$ cat src/rtl/uart_tx_module_if.sv
// Handshake bundle between user logic and the UART transmitter.
//   tx_en   : request to send tx_data (honoured only while busy is low)
//   tx_data : byte to send, captured on the accepting edge
//   busy    : transmitter owns the line, from acceptance to end of last stop bit
//   tx_done : one-cycle pulse when a frame completes
// master = user logic side, slave = transmitter side.
interface uart_tx_module_if;
    logic       tx_en;
    logic [7:0] tx_data;
    logic       busy;
    logic       tx_done;

    modport master (
        output tx_en,
        output tx_data,
        input  busy,
        input  tx_done
    );

    modport slave (
        input  tx_en,
        input  tx_data,
        output busy,
        output tx_done
    );
endinterface

$ cat src/rtl/uart_tx_module.sv
// UART transmitter: serialises one byte per handshake as
// start bit, 8 data bits LSB-first, optional parity bit, 1 or 2 stop bits.
// Bit timing is BIT_CYCLES = CLK_FREQ/BAUD system clocks per bit.
// Ports:
//   sysclk : system clock, rising edge
//   rst_n  : asynchronous active-low reset
//   link   : handshake bundle (tx_en, tx_data in; busy, tx_done out)
//   tx     : registered serial output, idle high
module uart_tx_module #(
    parameter int CLK_FREQ  = 50000000,
    parameter int BAUD      = 115200,
    parameter int PARITY    = 0,        // 0 none, 1 odd, 2 even
    parameter int STOP_BITS = 1         // 1 or 2
) (
    input  logic              sysclk,
    input  logic              rst_n,
    uart_tx_module_if.slave   link,
    output logic              tx
);

    localparam int          BIT_CYCLES = CLK_FREQ / BAUD;
    localparam logic [15:0] CNT_LAST   = 16'(BIT_CYCLES - 1);
    // Value of the stop-bit counter during the final stop bit.
    localparam logic        STOP_LAST  = (STOP_BITS == 2);

    localparam logic [2:0] S_IDLE   = 3'd0;
    localparam logic [2:0] S_START  = 3'd1;
    localparam logic [2:0] S_DATA   = 3'd2;
    localparam logic [2:0] S_PARITY = 3'd3;
    localparam logic [2:0] S_STOP   = 3'd4;

    logic [2:0]  state_reg;
    logic [15:0] cnt_reg;
    logic [2:0]  bit_idx_reg;
    logic [7:0]  shift_reg;
    logic        parity_reg;
    logic        stop_cnt_reg;
    logic        tx_reg;
    logic        busy_reg;
    logic        done_reg;

    logic bit_end;
    assign bit_end = (cnt_reg == CNT_LAST);

    assign tx           = tx_reg;
    assign link.busy    = busy_reg;
    assign link.tx_done = done_reg;

    always_ff @(posedge sysclk or negedge rst_n) begin
        if (!rst_n) begin
            state_reg    <= S_IDLE;
            cnt_reg      <= '0;
            bit_idx_reg  <= '0;
            shift_reg    <= '0;
            parity_reg   <= 1'b0;
            stop_cnt_reg <= 1'b0;
            tx_reg       <= 1'b1;
            busy_reg     <= 1'b0;
            done_reg     <= 1'b0;
        end else begin
            done_reg <= 1'b0;
            if (state_reg == S_IDLE) begin
                cnt_reg <= '0;
                if (link.tx_en && !busy_reg) begin
                    shift_reg    <= link.tx_data;
                    parity_reg   <= (PARITY == 1) ? ~^link.tx_data : ^link.tx_data;
                    state_reg    <= S_START;
                    tx_reg       <= 1'b0;
                    busy_reg     <= 1'b1;
                    bit_idx_reg  <= '0;
                    stop_cnt_reg <= 1'b0;
                end
            end else begin
                cnt_reg <= bit_end ? 16'd0 : cnt_reg + 16'd1;
                if (bit_end) begin
                    case (state_reg)
                        S_START: begin
                            state_reg   <= S_DATA;
                            tx_reg      <= shift_reg[0];
                            bit_idx_reg <= '0;
                        end
                        S_DATA: begin
                            if (bit_idx_reg == 3'd7) begin
                                if (PARITY != 0) begin
                                    state_reg <= S_PARITY;
                                    tx_reg    <= parity_reg;
                                end else begin
                                    state_reg    <= S_STOP;
                                    tx_reg       <= 1'b1;
                                    stop_cnt_reg <= 1'b0;
                                end
                            end else begin
                                // Shift right so the next bit is always at [1] before the shift.
                                bit_idx_reg <= bit_idx_reg + 3'd1;
                                shift_reg   <= {1'b0, shift_reg[7:1]};
                                tx_reg      <= shift_reg[1];
                            end
                        end
                        S_PARITY: begin
                            state_reg    <= S_STOP;
                            tx_reg       <= 1'b1;
                            stop_cnt_reg <= 1'b0;
                        end
                        S_STOP: begin
                            if (stop_cnt_reg == STOP_LAST) begin
                                state_reg <= S_IDLE;
                                busy_reg  <= 1'b0;
                                done_reg  <= 1'b1;
                                tx_reg    <= 1'b1;
                            end else begin
                                stop_cnt_reg <= 1'b1;
                            end
                        end
                        default: begin
                            state_reg <= S_IDLE;
                            busy_reg  <= 1'b0;
                            tx_reg    <= 1'b1;
                        end
                    endcase
                end
            end
        end
    end

endmodule
$ cat src/flat_wrapper.sv
// flat-port wrapper written by rule: the top's interface ports become plain ports
module uart_tx_module_flat 
#(
    parameter int CLK_FREQ  = 50000000,
    parameter int BAUD      = 115200,
    parameter int PARITY    = 0,                                
    parameter int STOP_BITS = 1                  
)
  (sysclk, rst_n, tx, link_tx_en, link_tx_data, link_busy, link_tx_done);
  uart_tx_module_if link_i ();
  input  logic sysclk;
  input  logic rst_n;
  output logic tx;
  input wire logic [$bits(link_i.tx_en)-1:0] link_tx_en;
  input wire logic [$bits(link_i.tx_data)-1:0] link_tx_data;
  output wire logic [$bits(link_i.busy)-1:0] link_busy;
  output wire logic [$bits(link_i.tx_done)-1:0] link_tx_done;
  assign link_i.tx_en = link_tx_en;
  assign link_i.tx_data = link_tx_data;
  assign link_busy = link_i.busy;
  assign link_tx_done = link_i.tx_done;
  uart_tx_module #(.CLK_FREQ(CLK_FREQ), .BAUD(BAUD), .PARITY(PARITY), .STOP_BITS(STOP_BITS)) u_core (.sysclk(sysclk), .rst_n(rst_n), .link(link_i), .tx(tx));
endmodule
$ cat config.mk
export PLATFORM = sky130hd
export DESIGN_NAME = uart_tx_module_flat
export DESIGN_NICKNAME = d
export VERILOG_FILES = /design/src/rtl/uart_tx_module_if.sv /design/src/rtl/uart_tx_module.sv /design/src/flat_wrapper.sv
export SDC_FILE = /design/constraint.sdc
export NUM_CORES = 1
export LEC_CHECK = 0
export BUFFER_PORTS_ARGS = -buffer_cell sky130_fd_sc_hd__buf_2
export CAP_MARGIN = 10
export CORE_MARGIN = 3
export CORE_UTILIZATION = 50
export DETAILED_ROUTE_END_ITERATION = 8
export PLACE_DENSITY = 0.8
export RECOVER_POWER = 100
export SYNTH_ARGS = -nofsm -noshare
export SYNTH_HDL_FRONTEND = slang
export SYNTH_SLANG_ARGS = --single-unit
$ cat constraint.sdc
create_clock -name sysclk -period 1.9 [get_ports sysclk]
set_input_delay 0.285 -clock sysclk [delete_from_list [all_inputs] [get_ports sysclk]]
set_output_delay 0.285 -clock sysclk [all_outputs]
set_load 0.005 [all_outputs]
==> impl_metrics.env <==
export IMPL_status="finished, violations left"
export IMPL_violations="setup timing"
export IMPL_clk_latency_ns=0.33
export IMPL_worstRegToRegCells=5
export IMPL_synthTopCellsByCount="dfrtp_1, nand2_1, nor2_1"
export IMPL_crit_top_cell="or3_1"
export IMPL_largest_reg_flops=16
export IMPL_wl_per_cell_um=14.2
export IMPL_setup_ws_ns=-0.00230
export IMPL_tritoncts="built"
export IMPL_area_delta_synth_final_pct=23.6
export IMPL_seq_power_share=0.551
export IMPL_syn_inst=170
export IMPL_cp_data_required_time_ns=2.13
export IMPL_power_density_nw_per_um2=621
export IMPL_synth_edf_count=0
export IMPL_yosys_area_top_type_share=0.480
export IMPL_crit_type="flop to flop"
export IMPL_start_kind="flop"
export IMPL_vias=1368
export IMPL_peakVddDrop_v=0.000503
export IMPL_placed_cell_area_um2=1930
export IMPL_row_count=20
export IMPL_syn_area_um2=1670
export IMPL_setup_violations=2
export IMPL_dp_cells=244
export IMPL_reg2reg_setup_slack_ns=-0.002
export IMPL_ys_seq_area_frac=0.496
export IMPL_die_h_um=63.8
export IMPL_grt_pass1_vias=1460
export IMPL_hold_start="link_tx_data[7]"
export IMPL_grt_pass1_wl_mm=6.24
export IMPL_port_buffer_count=13
export IMPL_synth_async_reset_ratio=1.00
export IMPL_max_stage_delay_ns=0.40
export IMPL_cp_slowest_cell="or3_1"
export IMPL_rsz0062_at_grt="yes"
export IMPL_cts_root_buffer="clkbuf_4"
export IMPL_final_area_um2=2060
export IMPL_layout_nets=225
export IMPL_fmax_mhz=526
export IMPL_maxSlewViolCount=0
export IMPL_drt_iter0_drc=107
export IMPL_hold_class="input pin to flop"
export IMPL_comb_power_share=0.023
export IMPL_drcViolationCount=0
export IMPL_avgSynthCellArea_um2=9.82
export IMPL_switchingPower_mw=0.252
export IMPL_cp_depth=5
export IMPL_dieArea_um2=4070
export IMPL_swShare=0.197
export IMPL_overflow=0
export IMPL_numCtsBuffers=5
export IMPL_antenna_cells=0
export IMPL_instances_no_fill=255
export IMPL_r2r_end="u_core.shift_reg[0]"
export IMPL_drive_above_1_share=0.275
export IMPL_fin_crit_ns=1.90
export IMPL_cts_num_sinks=33
export IMPL_synth_ff_type="dfrtp_1"
export IMPL_skew_ns=0.0135
export IMPL_yosysWarningCount=0
export IMPL_dr_pass1_iters=4
export IMPL_hold_depth=3
export IMPL_coreArea_um2=3130
export IMPL_io_pins=14
export IMPL_tightest_slew_ns=0.785
export IMPL_viasPerCell=5.36
export IMPL_ys_ff_latch=33
export IMPL_htreeDepth=2
export IMPL_finalPower_mw=1.28
export IMPL_crit_family="simple AND/OR/NAND/NOR gates"
export IMPL_cp_end_kind="flop"
export IMPL_r2r_start="u_core.state_reg[0]"
export IMPL_yosysMostFrequentCell="dfrtp_1"
export IMPL_min_to="u_core.shift_reg[7]"
export IMPL_leakagePower_nw=0.941
export IMPL_synth_top_cell_by_area="dfrtp_1"
export IMPL_fp_dieW_um=63.8
export IMPL_grt_max_degree=34
export IMPL_ant_nets=0
export IMPL_slew_headroom=0.477
export IMPL_initial_core_util=0.534
export IMPL_path_clk_slew_ns=0.10
export IMPL_wl_mm=3.63
export IMPL_crit_chain="or3_1 > or3_1 > o41ai_4 > buf_6 > mux2_2"
export IMPL_gp_congestion=0.926
export IMPL_dp_hpwl_mm=2.61
export IMPL_grt_antenna_before_repair=0
export IMPL_internal_power_mw=1.03
export IMPL_cts_buffer_depth=2
export IMPL_max_cap_viol_count=0
export IMPL_grt_usage=0.198
export IMPL_final_hold_viol_count=0
export IMPL_p_clk_frac=0.426
export IMPL_cp_arrival_ns=2.13
export IMPL_syn_nets=185
export IMPL_fin_crit_sh=1.00
export IMPL_synth_distinct_cells=35
export IMPL_synth_area_leaders="dfrtp_1, nand2_1, xnor2_1"
export IMPL_worstPathBufferInverterCount=1
export IMPL_cp_max_fo=8
power groups by stage:
stage | logic, mW | clock network (mW) | registers (mW)
CTS | 0.0299 | 0.567 | 0.706
global placement | 0.0274 | 0 | 0.720
floorplan | 0.00323 | 0 | 0.720
detailed placement | 0.0281 | 0 | 0.720
global route | 0.0333 | 0.600 | 0.706
finish | 0.0290 | 0.546 | 0.706
through the flow:
step	setup slack (ns)	TNS [ns]	utilization	hold slack [ns]
finish	-0.00230	-0.00417	0.660	0.155
global route	-0.0727	-0.410	0.660	0.146
CTS	0.00137	0	0.649	0.144
detailed placement	-0.0195	-0.0851	0.618	0.370
global placement	0.0646	0	0.618	0.368
floorplan	0.0396	0	-	-0.0106
layer usage:
metal,share of wire,up-vias,GRT usage
met3,0.037,10,0.0562
met1,0.39,663,0.211
li1,-,663,-
met4,0.021,0,0.0889
met2,0.55,32,0.359
met5,0,-,0
final cells by class:
cell class | instances | area [um^2]
Inverter | 10 | 37.5
Timing Repair Buffer | 36 | 244
Clock buffer | 7 | 55.1
Clock inverter | 1 | 30.0
Multi-Input combinational cell | 124 | 815
Sequential cell | 33 | 827
Fill cell | 254 | 1060
Tap cell | 44 | 55.1
layout by cell type, fill, tap and decap left out, types with 2 or more instances in the layout:
cell,instances
dfrtp_1,32
nand2_1,30
nor2_1,21
buf_4,21
xnor2_1,12
buf_2,12
inv_1,10
nor3_1,7
mux2_2,7
o21ai_0,6
nand3_1,5
clkbuf_4,5
or3_1,4
nor4_1,3
ha_1,3
and4_1,2
nand4_1,2
nand2b_1,2
mux2i_1,2
worst reg2reg max path, cell delays in order (launching register included):
cell and delay (ns):
dfrtp_1 0.39, or3_1 0.39, or3_1 0.40, o41ai_4 0.09
buf_6 0.19, mux2_2 0.34
cell families (layout without fill, tap and decap cells):
kind of cell	count (synthesis)	in the layout	synth area share
buffers and inverters	13	54	0.0300
AOI/OAI and AO/OA	14	14	0.0667
muxes	10	10	0.0660
and+or+nand+nor	83	83	0.244
xor gates and xnor gates	13	13	0.0682
adders and majority gates	4	4	0.0300
DFF	33	33	0.496
worst max path at each step:
stage / from / endpoint / slack, ns
global placement: u_core.state_reg[0] / u_core.shift_reg[1] / 0.06
CTS: u_core.state_reg[0] / u_core.shift_reg[0] / 0.001
finish: u_core.state_reg[0] / u_core.shift_reg[0] / -0.002
global route: u_core.cnt_reg[10] / u_core.shift_reg[1] / -0.07
detailed placement: u_core.state_reg[0] / u_core.shift_reg[0] / -0.02
floorplan: u_core.cnt_reg[1] / u_core.shift_reg[0] / 0.04
what timing repair did:
item / CTS / global route
hold buffers: 1 / 0
hold endpoints to repair: 12 / 0
endpoints found under the setup margin: 7 / 10
buffers inserted: 0 / 2
gates resized for setup: 1 / 3
No activity file was read; power rests on OpenSTA's default activity.
